--- config.mk ---
export PLATFORM = sky130hd
export DESIGN_NAME = nfc_data_output
export DESIGN_NICKNAME = d
export VERILOG_FILES = /design/src/rtl/nfc_data_output.sv
export SDC_FILE = /design/constraint.sdc
export NUM_CORES = 1
export LEC_CHECK = 0
export BUFFER_PORTS_ARGS = -buffer_cell sky130_fd_sc_hd__buf_4
export CELL_PAD_IN_SITES_DETAIL_PLACEMENT = 0
export CELL_PAD_IN_SITES_GLOBAL_PLACEMENT = 2
export CORE_MARGIN = 3
export CORE_UTILIZATION = 47
export DETAILED_ROUTE_END_ITERATION = 6
export PLACE_DENSITY = 0.85
export SYNTH_ARGS = -nofsm -noshare
export SYNTH_HDL_FRONTEND = slang
export SYNTH_SLANG_ARGS = --single-unit
export TNS_END_PERCENT = 1
--- constraint.sdc ---
create_clock -name iSystemClock -period 4 [get_ports iSystemClock]
set_input_delay 0.6 -clock iSystemClock [delete_from_list [all_inputs] [get_ports iSystemClock]]
set_output_delay 0.6 -clock iSystemClock [all_outputs]
set_load 0.005 [all_outputs]
--- src/rtl/nfc_data_output.sv ---
// Write-path DQ/DQS sequencer for an NFC PHY: buffers the outbound word stream in a
// show-ahead FIFO and frames each burst with a DQS preamble and postamble.
module nfc_data_output #(
    parameter int FifoDepthLog2   = 4,
    parameter int PreambleCycles  = 2,
    parameter int PostambleCycles = 1
) (
    input  logic        iSystemClock,
    input  logic        iModuleReset,
    input  logic        iBufferReset,
    input  logic        iPO_Buff_Valid,
    input  logic [15:0] iPO_Buff_Data,
    input  logic [1:0]  iPO_Buff_Keep,
    input  logic        iPO_Buff_Last,
    output logic        oPO_Buff_Ready,
    input  logic        iPO_Start,
    output logic        oPO_Busy,
    output logic        oPO_Done,
    output logic [15:0] oPO_DQ,
    output logic [1:0]  oPO_DQStrobe,
    output logic        oPO_DQOutEnable,
    output logic        oPO_DQSOutEnable,
    output logic        oPO_Pause
);

    localparam int Depth = 1 << FifoDepthLog2;

    typedef enum logic [1:0] {
        Idle      = 2'd0,
        Preamble  = 2'd1,
        Data      = 2'd2,
        Postamble = 2'd3
    } state_t;

    state_t state;

    logic                     anyReset;
    logic [18:0]              fifoMem [Depth];
    logic [FifoDepthLog2-1:0] wrPtr;
    logic [FifoDepthLog2-1:0] rdPtr;
    logic [FifoDepthLog2:0]   fifoCount;
    logic                     fifoFull;
    logic                     fifoEmpty;
    logic                     pushEn;
    logic                     popEn;
    logic                     dataSlot;
    logic                     lastBeat;
    logic [3:0]               preCnt;
    logic [3:0]               postCnt;
    logic                     headLast;
    logic [1:0]               headKeep;
    logic [15:0]              headData;
    logic [15:0]              beatWord;

    assign anyReset  = iModuleReset | iBufferReset;
    // Count reaches exactly Depth only when full, so its MSB is the full flag.
    assign fifoFull  = fifoCount[FifoDepthLog2];
    assign fifoEmpty = (fifoCount == '0);
    assign pushEn    = iPO_Buff_Valid & ~fifoFull;

    assign oPO_Buff_Ready = ~fifoFull;
    assign oPO_Busy       = (state != Idle);

    assign {headLast, headKeep, headData} = fifoMem[rdPtr];

    // A data slot is a cycle whose registered outputs will carry a beat or a pause.
    always_comb begin
        dataSlot = 1'b0;
        if (state == Preamble && preCnt == 4'd0)
            dataSlot = 1'b1;
        else if (state == Data && !lastBeat)
            dataSlot = 1'b1;
    end

    assign popEn = dataSlot & ~fifoEmpty;

    // Only a burst-final single-byte word pads its upper phase.
    assign beatWord = (headLast && headKeep == 2'b01) ? {8'hFF, headData[7:0]} : headData;

    always_ff @(posedge iSystemClock) begin
        if (pushEn && !anyReset)
            fifoMem[wrPtr] <= {iPO_Buff_Last, iPO_Buff_Keep, iPO_Buff_Data};
    end

    always_ff @(posedge iSystemClock) begin
        if (anyReset) begin
            wrPtr     <= '0;
            rdPtr     <= '0;
            fifoCount <= '0;
        end else begin
            if (pushEn)
                wrPtr <= wrPtr + 1'b1;
            if (popEn)
                rdPtr <= rdPtr + 1'b1;
            case ({pushEn, popEn})
                2'b10:   fifoCount <= fifoCount + 1'b1;
                2'b01:   fifoCount <= fifoCount - 1'b1;
                default: fifoCount <= fifoCount;
            endcase
        end
    end

    always_ff @(posedge iSystemClock) begin
        if (anyReset) begin
            state            <= Idle;
            preCnt           <= 4'd0;
            postCnt          <= 4'd0;
            lastBeat         <= 1'b0;
            oPO_Done         <= 1'b0;
            oPO_Pause        <= 1'b0;
            oPO_DQ           <= 16'h0000;
            oPO_DQStrobe     <= 2'b00;
            oPO_DQOutEnable  <= 1'b0;
            oPO_DQSOutEnable <= 1'b0;
        end else begin
            oPO_Done  <= 1'b0;
            oPO_Pause <= 1'b0;
            case (state)
                Idle: begin
                    oPO_DQ           <= 16'h0000;
                    oPO_DQStrobe     <= 2'b00;
                    oPO_DQOutEnable  <= 1'b0;
                    oPO_DQSOutEnable <= 1'b0;
                    if (iPO_Start && !fifoEmpty) begin
                        state            <= Preamble;
                        preCnt           <= 4'(PreambleCycles - 1);
                        oPO_DQOutEnable  <= 1'b1;
                        oPO_DQSOutEnable <= 1'b1;
                    end
                end
                Preamble: begin
                    if (preCnt != 4'd0)
                        preCnt <= preCnt - 4'd1;
                    else
                        state <= Data;
                end
                Data: begin
                    if (lastBeat) begin
                        state        <= Postamble;
                        postCnt      <= 4'(PostambleCycles - 1);
                        lastBeat     <= 1'b0;
                        oPO_DQStrobe <= 2'b00;
                    end
                end
                Postamble: begin
                    if (postCnt != 4'd0) begin
                        postCnt <= postCnt - 4'd1;
                    end else begin
                        state            <= Idle;
                        oPO_Done         <= 1'b1;
                        oPO_DQ           <= 16'h0000;
                        oPO_DQOutEnable  <= 1'b0;
                        oPO_DQSOutEnable <= 1'b0;
                    end
                end
                default: state <= Idle;
            endcase

            // Beat or pause for the upcoming DATA cycle; DQ holds across a pause.
            if (dataSlot) begin
                if (!fifoEmpty) begin
                    oPO_DQ       <= beatWord;
                    oPO_DQStrobe <= 2'b01;
                    lastBeat     <= headLast;
                end else begin
                    oPO_DQStrobe <= 2'b00;
                    oPO_Pause    <= 1'b1;
                end
            end
        end
    end

endmodule

==> flow_summary_export.csv <==
group,metric,value,unit
timing,layout_min_cycle_time,3.366,ns
timing,slew_headroom,36.32,%
finish,area_growth,14.64,%
power,seqPwrFrac,54.8,%
finish,fin_cells,1256,
logic_synthesis,synth-edff-count,304,
logic_synthesis,synth_area_leaders,"edfxtp_1, mux4_2, dfxtp_1, mux4_1, nor2_1",
logic_synthesis,synth-simple-area-share,5.418,%
setup_path,crit_type,"reg -> reg",
grt,grt_overflow_total,0,
finish,final_cell_mix,"edfxtp_1, buf_4, mux4_2",
floorplan,num_io_pins,48,
timing,finalHoldViolations,0,
logic_synthesis,synth_nets,806,
setup_path,critPathArrivalTime,3.83,ns
setup_path,startpoint,"state[1]",
setup_path,slowest_stage,"o21ai_2",
floorplan,initial_core_util,48.24,%
logic_synthesis,synth.area.mux_share,13.38,%
logic_synthesis,synth_top_area_cell,"edfxtp_1",
floorplan,rows,62,
power,combPwrFrac,1.9,%
grt,grt_pass1_wl,45.00,mm
setup_path,max_stage_delay,0.64,ns
clock_network,cts.sinks,352,
setup_path,critPathCaptureType,"flop",
power,switchingPower,0.001417,W
timing,setup_violations,0,
logic_synthesis,synth_top_area_share,65.23,%
timing,fmax,297.1,MHz
outcome,status,"finished, final reports clean",
logic_synthesis,avgSynthCellArea,18.25,µm²
clock_network,clock_latency,0.52,ns
logic_synthesis,yosysWarnings,0,
setup_path,crit_fanout,19,
logic_synthesis,synth-compound-area-share,4.336,%
routing,via_count,7350,
clock_network,cts_tree,"yes",
routing,routed_via_density,5.852,
timing,worst_pin_slew,0.9500,ns
clock_network,post_cts_resized,0,
grt,grt_pass1_vias,7360,
timing,fin_worst_skew,0.01753,ns
routing,antenna_left,0,
grt,grt_antenna_before_repair,0,
placed_design,portBuffers,46,
clock_network,ctsLongestPathBuffers,3,
floorplan,fp.dieArea,31880,µm²
logic_synthesis,synth_ff_type,"edfxtp_1",
logic_synthesis,yosys.cell_types.count,52,
power,vdd_ir_drop_max,0.2965,mV
logic_synthesis,synth_async_sr_flop_share,0,%
timing,rsz0062_at_grt,"false",
clock_network,clkTransAtPathRegs,0.06,ns
clock_network,root_buffer,"clkbuf_16",
clock_network,cts_setup_buffers,0,
finish,final_cell_area,16040,µm²
placed_design,hpwlAfterDp,18.27,mm
flow_run,cap_violations,0,
clock_network,htree_num_levels,2,
setup_path,critical_path.cell_chain,"inv_1 > ha_1 > and4bb_2 > o21ai_2 > inv_1 > ha_1 > xor2_1 > ha_1 > a21oi_1 > xor2_1 > or4_1 > nand2_1",
placed_design,dp.cells,1193,
setup_path,timing.rr.start,"state[1]",
logic_synthesis,ys_seq_area_share,72.10,%
finish,drive_above_1_share,26.15,%
routing,drc,0,
logic_synthesis,synthesis.area,13990,µm²
power,switching_share,19.39,%
power,p_int,0.005888,W
logic_synthesis,synth_xor_area_share,0.9388,%
floorplan,die_y,178.6,µm
power,p_per_area,455.3,nW/µm²
routing,drtIter0Drc,723,
min_path,hold_path.class,"in -> reg",
power,clkPwrFrac,43.4,%
timing,fin_tns_setup,0,ns
logic_synthesis,synthAdderAreaFrac,1.341,%
finish,layout.nets,886,
grt,track_usage,19.04,%
timing,slew_violations,0,
placed_design,place_area,14930,µm²
finish,antennaDiodeCount,0,
grt,grt_max_degree,46,
finish,final_common_cell,"edfxtp_1",
clock_network,cts_made_buffers,36,
logic_synthesis,synth_seq_cells,352,
setup_path,cp-start-kind,"flop",
routing,routedWlPerCell,23.74,µm
timing,finalCritPeriodShare,84.15,%
routing,drt_pre_antenna_iters,5,
routing,routed_wl,29.82,mm
logic_synthesis,synth_top_family_by_area,"multiplexers",
power,leakage,5.167,nW
finish,fin_util,55.30,%
floorplan,core_area,29010,µm²
setup_path,cp.required,4.46,ns
setup_path,path_common_cell,"ha_1",
placed_design,gp_congestion,0.7844,
clock_network,postCtsHoldBufs,0,
min_path,min_from,"iPO_Buff_Data[5]",
floorplan,die_w,178.6,µm
logic_synthesis,syn_inst,767,
registers in the layout (all words and copies together) (netlist names), named ones only:
register	flops
wrPtr	4
lastBeat	1
oPO_DQStrobe	1
fifoCount	5
oPO_Pause	1
oPO_Done	1
fifoMem	304
state	2
oPO_DQ	16
postCnt	4
oPO_DQSOutEnable	1
preCnt	4
rdPtr	4
synth_stat cells, types with 13 or more instances:
| library cell | count |
|---|---|
| clkbuf_1 | 21 |
| dfxtp_1 | 48 |
| mux4_1 | 20 |
| nand2_1 | 33 |
| nor2b_1 | 18 |
| inv_1 | 21 |
| nand3_1 | 13 |
| edfxtp_1 | 304 |
| ha_1 | 15 |
| nor2_1 | 51 |
| a21oi_1 | 35 |
| mux4_2 | 58 |
cells by family after synthesis:
| group | count (synthesis) |
|---|---|
| DFF | 352 |
| and+or+nand+nor | 152 |
| AOI/OAI and AO/OA | 87 |
| muxes | 82 |
| buffers and inverters | 63 |
| adders and majority gates | 15 |
| xor gates and xnor gates | 15 |
| other | 1 |
per-layer routing:
metal  vias to the layer above  global-route usage, %  routed length (µm)
li1                       3207                      -                   -
met1                      3855                  28.05               13510
met2                       238                  29.12               13790
met3                        50                  3.576                1817
met4                         0                  5.844                 700
met5                         -                      0                   0
cell type report:
type                            count  area (µm²)
Timing Repair Buffer               84       668.1
Fill cell                        2233       12970
Clock inverter                     13       127.6
Clock buffer                       50       983.4
Sequential cell                   352       10100
Tap cell                          384       480.5
Multi-Input combinational cell    352        3610
Inverter                           21       78.83
final timing paths:
check	end	slack, ns	cells after the start
min	fifoMem[14][5]	0.38	1
min reg2reg	oPO_DQ[6]	0.48	2
max reg2reg	fifoCount[2]	0.63	12
max	fifoCount[2]	0.63	12
per-stage QoR:
| stage | total power (W) | hold WS [ns] | worst slack [ns] |
|---|---|---|---|
| 2_1_floorplan | 0.004137 | 0.4642 | 1.043 |
| 3_3_place_gp | 0.004205 | 0.4635 | 0.7793 |
| 3_5_place_dp | 0.004215 | 0.4723 | 0.6323 |
| 4_1_cts | 0.007375 | 0.3575 | 0.6375 |
| 5_1_grt | 0.007533 | 0.3671 | 0.2618 |
| 6_report | 0.007305 | 0.3762 | 0.6339 |
power groups by stage:
stage | Sequential (W) | Combinational, W | Clock, W
after floorplan | 0.00408 | 0.0000590 | 0
after global placement | 0.00408 | 0.000129 | 0
after detailed placement | 0.00408 | 0.000137 | 0
after CTS | 0.00400 | 0.000138 | 0.00324
after global routing | 0.00400 | 0.000151 | 0.00338
final | 0.00400 | 0.000138 | 0.00317
critical path, delay by kind of cell, from the launching register on:
kind / cells / cell delay (ns)
AOI/OAI and AO/OA: 2 / 0.80
and+or+nand+nor: 3 / 0.78
DFF: 1 / 0.39
xor gates and xnor gates: 2 / 0.30
adders and majority gates: 3 / 0.79
buffers and inverters: 2 / 0.24
Power figures use the tool's default switching activity.
